==> src/rtl/mem_access_stage.sv <==
// -----------------------------------------------------------------------------
// mem_access_stage
//
// MEM stage of the 5-stage MIPS pipeline. It takes the EXE/MEM register
// outputs, performs loads and stores on an external data memory over a
// req/ack handshake, stalls upstream while an access is outstanding, and
// registers the MEM/WB values for the writeback stage.
//
// Ports
//   i_sys_clk, i_sys_rst       clock (rising edge), async active-high reset
//   i_writeback_en_in          instruction writes the register file
//   i_dest_in                  destination register index
//   i_PC_in                    instruction PC
//   i_ALU_result_in            ALU result, also the memory byte address
//   i_STvalue_in               store data
//   i_MEM_Rd_en, i_MEM_Wr_en   load / store request (both high = store)
//   o_dmem_req/we/addr/wdata   data-memory request, held stable until ack
//   i_dmem_ack, i_dmem_rdata   memory completion and read data
//   o_stall                    upstream registers and PC hold while high
//   o_writeback_en_out, o_dest_out, o_PC_out, o_wb_data_out, o_MEM_Rd_en_out
//                              MEM/WB pipeline register
//   o_bus_err                  sticky flag: ack timeout or misaligned access
// -----------------------------------------------------------------------------
module mem_access_stage #(
  parameter int WORD_LEN     = 32,
  parameter int REG_ADDR_LEN = 5,
  parameter int INST_LEN     = 32,
  parameter int ACK_TIMEOUT  = 16
) (
  input  logic                    i_sys_clk,
  input  logic                    i_sys_rst,
  input  logic                    i_writeback_en_in,
  input  logic [REG_ADDR_LEN-1:0] i_dest_in,
  input  logic [INST_LEN-1:0]     i_PC_in,
  input  logic [WORD_LEN-1:0]     i_ALU_result_in,
  input  logic [WORD_LEN-1:0]     i_STvalue_in,
  input  logic                    i_MEM_Rd_en,
  input  logic                    i_MEM_Wr_en,
  output logic                    o_dmem_req,
  output logic                    o_dmem_we,
  output logic [WORD_LEN-1:0]     o_dmem_addr,
  output logic [WORD_LEN-1:0]     o_dmem_wdata,
  input  logic                    i_dmem_ack,
  input  logic [WORD_LEN-1:0]     i_dmem_rdata,
  output logic                    o_stall,
  output logic                    o_writeback_en_out,
  output logic [REG_ADDR_LEN-1:0] o_dest_out,
  output logic [INST_LEN-1:0]     o_PC_out,
  output logic [WORD_LEN-1:0]     o_wb_data_out,
  output logic                    o_MEM_Rd_en_out,
  output logic                    o_bus_err
);

  localparam int CNT_W = $clog2(ACK_TIMEOUT + 1);

  typedef enum logic {
    IDLE   = 1'b0,
    ACCESS = 1'b1
  } state_t;

  state_t state;

  // Fields captured on the IDLE->ACCESS edge; upstream is stalled, so these
  // are the only copies of the instruction the stage relies on afterwards.
  logic                    wb_en_p1;
  logic [REG_ADDR_LEN-1:0] dest_p1;
  logic [INST_LEN-1:0]     pc_p1;
  logic                    load_p1;
  logic [CNT_W-1:0]        tmo_cnt;

  logic mem_op;
  logic misaligned;
  logic timeout_hit;

  assign mem_op     = i_MEM_Rd_en | i_MEM_Wr_en;
  assign misaligned = (i_ALU_result_in[1:0] != 2'b00);

  // The counter holds the number of ack-less ACCESS cycles already seen, so
  // the current cycle is the last allowed one when it equals ACK_TIMEOUT-1.
  // An ack arriving in that same cycle takes priority.
  assign timeout_hit = (tmo_cnt == CNT_W'(ACK_TIMEOUT - 1)) & ~i_dmem_ack;

  // Stall is gated by reset so it drops immediately when reset asserts,
  // even if upstream is still presenting a memory op.
  always_comb begin
    o_stall = 1'b0;
    if (!i_sys_rst) begin
      case (state)
        IDLE:    o_stall = mem_op & ~misaligned;
        ACCESS:  o_stall = ~i_dmem_ack & ~timeout_hit;
        default: o_stall = 1'b0;
      endcase
    end
  end

  always_ff @(posedge i_sys_clk or posedge i_sys_rst) begin
    if (i_sys_rst) begin
      state              <= IDLE;
      tmo_cnt            <= '0;
      o_dmem_req         <= 1'b0;
      o_dmem_we          <= 1'b0;
      o_dmem_addr        <= '0;
      o_dmem_wdata       <= '0;
      wb_en_p1           <= 1'b0;
      dest_p1            <= '0;
      pc_p1              <= '0;
      load_p1            <= 1'b0;
      o_writeback_en_out <= 1'b0;
      o_dest_out         <= '0;
      o_PC_out           <= '0;
      o_wb_data_out      <= '0;
      o_MEM_Rd_en_out    <= 1'b0;
      o_bus_err          <= 1'b0;
    end else begin
      case (state)
        // ---- IDLE: pass-through, reject misaligned, or launch a request ----
        IDLE: begin
          o_dest_out      <= i_dest_in;
          o_PC_out        <= i_PC_in;
          o_wb_data_out   <= i_ALU_result_in;
          o_MEM_Rd_en_out <= 1'b0;
          if (!mem_op) begin
            o_writeback_en_out <= i_writeback_en_in;
          end else if (misaligned) begin
            o_writeback_en_out <= 1'b0;
            o_bus_err          <= 1'b1;
          end else begin
            o_writeback_en_out <= 1'b0;
            state              <= ACCESS;
            tmo_cnt            <= '0;
            o_dmem_req         <= 1'b1;
            o_dmem_we          <= i_MEM_Wr_en;
            o_dmem_addr        <= i_ALU_result_in;
            o_dmem_wdata       <= i_STvalue_in;
            wb_en_p1           <= i_writeback_en_in;
            dest_p1            <= i_dest_in;
            pc_p1              <= i_PC_in;
            load_p1            <= i_MEM_Rd_en & ~i_MEM_Wr_en;
          end
        end

        // ---- ACCESS: hold the request until ack or timeout ----
        ACCESS: begin
          if (i_dmem_ack) begin
            state              <= IDLE;
            o_dmem_req         <= 1'b0;
            o_writeback_en_out <= wb_en_p1 & load_p1;
            o_dest_out         <= dest_p1;
            o_PC_out           <= pc_p1;
            o_wb_data_out      <= load_p1 ? i_dmem_rdata : o_dmem_addr;
            o_MEM_Rd_en_out    <= load_p1;
          end else if (timeout_hit) begin
            state              <= IDLE;
            o_dmem_req         <= 1'b0;
            o_bus_err          <= 1'b1;
            o_writeback_en_out <= 1'b0;
            o_dest_out         <= dest_p1;
            o_PC_out           <= pc_p1;
            o_wb_data_out      <= o_dmem_addr;
            o_MEM_Rd_en_out    <= 1'b0;
          end else begin
            tmo_cnt <= tmo_cnt + CNT_W'(1);
          end
        end

        default: state <= IDLE;
      endcase
    end
  end

endmodule

==> config.mk <==
export PLATFORM = sky130hd
export DESIGN_NAME = mem_access_stage
export DESIGN_NICKNAME = d
export VERILOG_FILES = /design/src/rtl/mem_access_stage.sv
export SDC_FILE = /design/constraint.sdc
export NUM_CORES = 1
export LEC_CHECK = 0
export CORE_MARGIN = 5
export CORE_UTILIZATION = 30
export CTS_BUF_LIST = sky130_fd_sc_hd__clkbuf_16
export DETAILED_ROUTE_END_ITERATION = 10
export GPL_ROUTABILITY_DRIVEN = 1
export SKIP_CTS_REPAIR_TIMING = 1
export SYNTH_ARGS = -nofsm -noshare
export SYNTH_HDL_FRONTEND = slang
export SYNTH_SLANG_ARGS = --single-unit
export TNS_END_PERCENT = 30
==> constraint.sdc <==
create_clock -name i_sys_clk -period 7.06 [get_ports i_sys_clk]
set_clock_uncertainty 0.05 [all_clocks]
set_input_delay 1.412 -clock i_sys_clk [delete_from_list [all_inputs] [get_ports i_sys_clk]]
set_output_delay 1.412 -clock i_sys_clk [all_outputs]
set_load 0.02 [all_outputs]
==> metrics.txt <==
total power draw ~3.3 mW; Setup crit start kind input pin; transition at the pin with the smallest max-transition slack around 1.1 ns; Max H-tree Level 4; number of buffers inserted during clock tree synthesis 17; syn nets 817; net switching share of the total power between 30 and 40%; largest area contributor in the netlist sky130_fd_sc_hd__dfrtp_1; share of the synthesized area in compound gates (AO/OA/AOI/OAI) about 13%; leading cell types by total area after synthesis sky130_fd_sc_hd__dfrtp_1 (56%), sky130_fd_sc_hd__mux2_2 (7.9%), sky130_fd_sc_hd__mux2i_1 (7.4%); Synth-to-Final Area Change 43.9%; mean instance size in the synthesized netlist roughly 12 um^2; setup total negative slack 0 ns; vias in the first global route 6433; filler instances approximately 2500; max frequency between 0.2 and 0.25 GHz; arithmetic-cell share of the synthesized area counting full adders, half adders and majority gates less than 1%; Slew headroom around 28%; placed instance area between 0.01 and 0.015 mm^2; worst hold endpoint o_dmem_req$_DFFE_PP0P_; largest family of logic cells by synthesized area multiplexers; Root Buffer Master sky130_fd_sc_hd__clkbuf_16; CP Data Arrival Time ~3.5 ns; global route total overflow 0; combinational share of power 30.2%; Hold Fails Final Rpt 0; detailed-router iteration count before antenna repair 4; worst reg2reg endpoint o_wb_data_out[0]$_DFFE_PP0P_; flop-to-flop setup slack between 4 and 5 ns; share of total power in the clock network 27.9%; final routed wirelength across all metal layers between 20000 and 25000 um; Core Box Area roughly 0.027 mm^2; hold path depth 1; final critical path time including I/O delays and setup 4.97 ns; number of nets still failing antenna checks after routing 0; final design instance area without fill about 0.012 mm^2; Final Util 43.7%; top-area cell type share of the netlist area about 56%; area of the die between 0.03 and 0.04 mm^2; Post-route DRC 0; worst hold-check path type flop to flop; area used by sequential logic in the layout 0.00458 mm^2; area of the multi-input gates between 0.003 and 0.004 mm^2; Clock Sinks 183; register share of total power 41.9%; post-synthesis cell area between 0.008 and 0.009 mm^2; dpl cells around 1300; max-slew violation count 0; path depth of the worst reg2reg path 3; number of core rows 60; worst endpoint required time roughly 5.6 ns; post-synth cell types 37; Int Pwr 2.25 mW; total number of yosys warnings 0; final antenna diode count 0; maximum fanout along the worst path 33; via count of the routed design between 6000 and 7000; Horiz. Die Dim roughly 170 um; switching power roughly 1.1 mW; reported leakage power 4.93 nW; Final period util 70.3%; start of the worst register-to-register path state$_DFF_PP0_; latest clock arrival within the worst-skew pair 0.42 ns; status complete, no violations; clock-pin transition on the worst setup and hold timing paths roughly 0.070 ns; non-filler cells in the finished layout ~1300; overall die height around 170 um; CTS max path bufs 2; global-route wire length before repair approximately 37000 um; Avg Vias per Cell approximately 4.8; post-placement setup slack 2.09 ns; portion of the post-synthesis area used by sequential elements about 56%; Peak VDD IR roughly 0.16 mV; launch point of the worst hold path o_dmem_req$_DFFE_PP0P_; TritonCTS clock tree done; flip-flop and latch count after synthesis approximately 180; iteration-0 DRC count of the detailed router between 300 and 400; Simple-Gate Fraction of Synth Area under 10%; RSZ-0062 raised after global routing no; gate count of the mapped netlist approximately 680; detailed placement HPWL 15600 um; GRT Total Usage 15.2%; starting density of the core between 30% and 40%; max-cap check violation count 0; pin count of the biggest net entering global routing 133; worst hold slack after final layout 0.428 ns; average routed wire per standard cell 18.3 um; Critical Setup Path Class input pin to primary output; number of nets in the layout 1070; fraction of layout instances using a drive strength above 1 between 10% and 20%; final estimated routing congestion in global placement 0.729; number of primary I/O pins about 280; parity-gate share of the synthesized area counting xor and xnor cells 0%; multiplexer share of the synthesized area between 20% and 30%; Setup violations, final 0; setup ws final around 2.1 ns; total power density per cell area about 280 mW/mm^2; number of I/O port buffers 277; number of antenna violations at the first check in global routing 0; CP endpoint kind primary output
-- registers in the layout, indices dropped and copies added (netlist names) --
register and flops:
dest_p1 5, load_p1 1, o_MEM_Rd_en_out 1, o_PC_out 32, o_bus_err 1, o_dest_out 5, o_dmem_addr 32, o_dmem_req 1
o_dmem_wdata 32, o_dmem_we 1, o_wb_data_out 32, o_writeback_en_out 1, pc_p1 32, state 1, tmo_cnt 5, wb_en_p1 1
-- kinds of logic after synthesis --
group	after synthesis
AND/OR/NAND/NOR	96
buffers and inverters	88
multiplexers	151
flip-flops	183
adder cells (fa/ha/maj)	2
AO/OA/AOI/OAI	156
-- power by group through the flow --
stage / combinational, mW / sequential [mW] / clock (mW)
final: 1.00 / 1.39 / 0.928
after floorplan: 0.365 / 1.56 / 0
after global routing: 1.08 / 1.42 / 1.02
after global placement: 1.01 / 1.41 / 0
after CTS: 1.02 / 1.39 / 0.967
after detailed placement: 1.02 / 1.41 / 0
-- critical path, cell delays in order --
cell and delay, ns:
sky130_fd_sc_hd__clkdlybuf4s50_1 0.48, sky130_fd_sc_hd__or2_1 0.23, sky130_fd_sc_hd__buf_4 0.25, sky130_fd_sc_hd__or2_4 0.30
sky130_fd_sc_hd__a21oi_1 0.14, sky130_fd_sc_hd__clkdlybuf4s50_1 0.68
-- per-layer routing --
metal | GRT usage (%) | part of all wire [%] | vias to the layer above
met5 | 0 | 0 | -
met4 | 2.91 | 0.71 | 0
met3 | 6.51 | 9.6 | 9
met2 | 23.5 | 45 | 225
met1 | 20.3 | 45 | 2987
li1 | - | - | 2885
-- Yosys cell counts --
cell	number
sky130_fd_sc_hd__a32oi_1	1
sky130_fd_sc_hd__o221ai_1	20
sky130_fd_sc_hd__nor3b_1	1
sky130_fd_sc_hd__mux2i_1	60
sky130_fd_sc_hd__mux2_4	24
sky130_fd_sc_hd__inv_1	35
sky130_fd_sc_hd__nor2_1	3
sky130_fd_sc_hd__dfrtp_1	183
sky130_fd_sc_hd__a21boi_1	1
sky130_fd_sc_hd__or3b_1	1
sky130_fd_sc_hd__buf_1	3
sky130_fd_sc_hd__o21bai_1	1
sky130_fd_sc_hd__clkbuf_1	24
sky130_fd_sc_hd__ha_1	2
sky130_fd_sc_hd__o21ai_2	20
sky130_fd_sc_hd__or2_1	2
sky130_fd_sc_hd__or2_2	1
sky130_fd_sc_hd__buf_2	19
sky130_fd_sc_hd__and3_1	2
sky130_fd_sc_hd__a22oi_1	1
sky130_fd_sc_hd__a32o_1	1
sky130_fd_sc_hd__and2_1	2
sky130_fd_sc_hd__nand2b_1	4
sky130_fd_sc_hd__or3_1	1
sky130_fd_sc_hd__mux2_1	10
sky130_fd_sc_hd__nor2b_1	2
sky130_fd_sc_hd__o21ai_1	1
sky130_fd_sc_hd__nand3_1	1
sky130_fd_sc_hd__o22ai_1	13
sky130_fd_sc_hd__a21oi_1	3
sky130_fd_sc_hd__a21o_1	1
sky130_fd_sc_hd__a221o_1	12
sky130_fd_sc_hd__mux2_2	57
sky130_fd_sc_hd__o21ai_0	81
sky130_fd_sc_hd__nor2_2	1
sky130_fd_sc_hd__nand2_1	75
sky130_fd_sc_hd__buf_6	7
-- area by class of cell --
cell class | instances | share of cell area [%]
Multi-Input combinational cell | 405 | 27.2
Clock inverter | 15 | 1.14
Clock buffer | 17 | 3.62
Inverter | 35 | 1.18
Sequential cell | 183 | 39.0
Timing Repair Buffer | 287 | 24.2
Tap cell | 341 | 3.63
-- worst max path at each step --
stage / endpoint / cells after the start / start / slack (ns)
after floorplan: dest_p1[0]$_DFFE_PP0P_ / 1 / i_sys_rst / 0.63
after global placement: o_stall / 6 / i_ALU_result_in[0] / 2.09
after detailed placement: o_stall / 6 / i_ALU_result_in[0] / 2.09
after CTS: o_stall / 6 / i_ALU_result_in[0] / 2.07
after global routing: o_stall / 4 / i_dmem_ack / 1.98
final: o_stall / 6 / i_ALU_result_in[0] / 2.09
-- cells in the final DEF, fill, tap and decap left out, types with 5 or more instances in the layout --
cell type,count
sky130_fd_sc_hd__clkdlybuf4s50_1,277
sky130_fd_sc_hd__dfrtp_1,182
sky130_fd_sc_hd__o21ai_0,81
sky130_fd_sc_hd__nand2_1,75
sky130_fd_sc_hd__mux2i_1,60
sky130_fd_sc_hd__mux2_2,57
sky130_fd_sc_hd__inv_1,34
sky130_fd_sc_hd__mux2_4,24
sky130_fd_sc_hd__o21ai_2,20
sky130_fd_sc_hd__o221ai_1,20
sky130_fd_sc_hd__clkbuf_16,17
sky130_fd_sc_hd__o22ai_1,13
sky130_fd_sc_hd__a221o_1,12
sky130_fd_sc_hd__mux2_1,10
sky130_fd_sc_hd__buf_4,10
sky130_fd_sc_hd__inv_6,5
Power figures use the tool's default switching activity.
==> RTL edit: new RTL, config.mk and constraints unchanged <==
Make the reset (`i_sys_rst`) synchronous in one clocked block. Comments in the files are not updated.
--- a/src/rtl/mem_access_stage.sv
+++ b/src/rtl/mem_access_stage.sv
@@ -94,5 +94,5 @@
   end
 
-  always_ff @(posedge i_sys_clk or posedge i_sys_rst) begin
+  always_ff @(posedge i_sys_clk) begin
     if (i_sys_rst) begin
       state              <= IDLE;
Formal check against the unedited RTL: differs if i_sys_rst is asserted again (counterexample within 4 cycles, from zero or initial values and one cycle with i_sys_rst high); with i_sys_rst held inactive, the same outputs for 4 cycles.
==> RTL edit against the unedited design <==
  * Synthesized cell count up 35%
  * Sequential cell count unchanged
  * Worst setup slack worse by 0.46 ns
  * Die area down 4.5%
  * Count of clock-buffer cells in the layout unchanged
  * Synthesized area down 4.8%
  * Critical path depth down 1
  * Fmax down 8.4%
  * First-iteration DRC count up 29%
  * Wire length up 20%
  * Final area down 4.1%
Power is not compared: it rests on default switching activity, and its combinational part moved more than twofold at a synthesized area within 25%.
==> RTL edit: results (changes against the unedited design) <==
----------------------------------------------------
[Logic synthesis]
  Count of mapped cells out of synthesis ... 914 (+35%)
  Total of warnings raised by yosys ... 0 (unchanged)
  Most used standard cells in the synthesized netlist ... sky130_fd_sc_hd__dfxtp_1, sky130_fd_sc_hd__a21oi_1, sky130_fd_sc_hd__nand3_1
  Sequential cell area fraction in the yosys report ... 0.471 (-0.0897)
  Synth area leaders ... sky130_fd_sc_hd__dfxtp_1, sky130_fd_sc_hd__a21oi_1, sky130_fd_sc_hd__a211oi_1
  Synth Flop Type ... sky130_fd_sc_hd__dfxtp_1
  Async set or reset register ratio after synthesis ... 0 (-1.00)
  Synthesized netlist net count ... 1055 (+29%)
  Cell variety after synth ... 31 (-16%)

[Routing]
  Via count ... 7706 (+26%)
  Detailed-router iteration count before antenna repair ... 5 (+1)
  DRC violation total after the first TritonRoute iteration ... 437 (+29%)
  Via density per instance ... 5.25 (+10%)
  Final routed wirelength across all metal layers ... 28.2 mm (+20%)
  Final ANT Viol Nets ... 0 (unchanged)

[Placed design]
  DP HPWL ... 17.6 mm (+12%)
  Final estimated routing congestion in global placement ... 0.746 (+2.3%)
  PortBufs ... 277 (unchanged)
  Placed cells ... 1434 (+15%)

[Finish]
  Share of cells above drive strength 1 ... 0.0460 (-0.112)
  Nets ... 1259 (+18%)

[Status]
  Run status ... completed

[Clocking]
  Clock-pin slew on the worst setup and hold paths ... 0.08 ns
  Clock insertion delay at the later pin of the skew report ... 0.43 ns
  Number of clock buffers inserted by TritonCTS ... 17 (unchanged)
  Maximum clock path buffer count ... 2 (unchanged)
  Clock tree root buffer cell ... sky130_fd_sc_hd__clkbuf_16
  H-tree levels ... 4 (unchanged)

[Worst setup path]
  Data arrival time of the worst path ... 3.96 ns (+0.46 ns)
  Top fanout value on the critical path ... 54 (+64%)
  Cell count of the worst reg-to-reg path ... 5 (+2)
  R2R Path End ... tmo_cnt[3]
  R2r startpoint ... state
  Worst reg-to-reg setup slack ... 4.20 ns (+0.10 ns)

[Global route]
  Combined global-route utilization of all metal layers ... 0.187 (+0.0346)
  Via count of the first global-routing pass ... 7475 (+16%)
  Initial antenna violation count ... 1 (+1)
  Wire length of the first global-routing pass ... 43.4 mm (+16%)
  Maximum number of pins on one net before global-route repair ... 97 (-27%)

[Pwr]
  Worst vdd ir ... 0.000102 V
  Leak ... 3.93 nW

[STA]
  Slew at the pin with the worst max-slew slack ... 1.15 ns (+0.0692 ns)

[Min path]
  Depth of the worst hold-timing path ... 2 (+1)
  Path type of the worst min-delay path ... flop to flop
  Start point of the worst hold path ... o_writeback_en_out
  End of the worst hold path ... o_writeback_en_out

----------------------------------------------------
[RTL edit: report_power, final]
part           internal (mW)  switching, mW  total, mW
Sequential              1.09         0.0369       1.13
Clock                  0.468          0.468      0.936
Combinational          0.206          0.237      0.443
Total                   1.76          0.742       2.50
[RTL edit: cell type report]
cell class / instances / area, um^2
Fill cell: 2568 / 14500
Multi-Input combinational cell: 622 / 3720
Sequential cell: 183 / 3670
Timing Repair Buffer: 291 / 2880
Clock buffer: 17 / 425
Tap cell: 335 / 419
Clock inverter: 15 / 139
Inverter: 3 / 11.3
Antenna cell: 1 / 2.50
[RTL edit: logic make-up after synthesis]
kind of cell             Yosys count  share of synthesized area
multiplexers                      37                     0.0477
AO/OA/AOI/OAI                    324                      0.249
flip-flops                       183                      0.471
adder cells (fa/ha/maj)            2                    0.00322
buffers and inverters            109                     0.0544
XOR/XNOR                           1                    0.00113
AND/OR/NAND/NOR                  258                      0.173
[RTL edit: critical path, stage by stage]
cell and delay [ns]:
sky130_fd_sc_hd__clkdlybuf4s50_1 0.62, sky130_fd_sc_hd__o21ba_4 0.70, sky130_fd_sc_hd__nand2_1 0.21, sky130_fd_sc_hd__a21oi_1 0.32
sky130_fd_sc_hd__clkdlybuf4s50_1 0.66
[RTL edit: routing by layer]
layer  up-vias  global-route usage  wire, um
li1       3775                   -         -
met1      3684               0.248     12600
met2       233               0.304     13200
met3        14              0.0531      2010
met4         0              0.0437       345
met5         -                   0         0
[RTL edit: worst max-delay path by stage]
stage | from | depth (start not counted) | to | slack (ns)
6_report | i_MEM_Wr_en | 5 | o_stall | 1.64
5_1_grt | i_MEM_Wr_en | 5 | o_stall | 1.55
4_1_cts | i_MEM_Wr_en | 5 | o_stall | 1.64
3_5_place_dp | i_MEM_Wr_en | 5 | o_stall | 1.65
3_3_place_gp | i_MEM_Wr_en | 5 | o_stall | 1.68
2_1_floorplan | i_dmem_ack | 4 | o_stall | 3.07
[RTL edit: through the flow]
step                       util  hold slack (ns)  setup slack (ns)  cell area (um^2)  total power [mW]
after floorplan               -            0.404              3.07              7770              1.36
after global placement    0.415            0.394              1.68             10700              1.59
after detailed placement  0.415            0.409              1.65             10700              1.60
after CTS                 0.437            0.426              1.64             11300              2.54
after global routing      0.437            0.443              1.55             11300              2.62
final                     0.437            0.424              1.64             11300              2.50
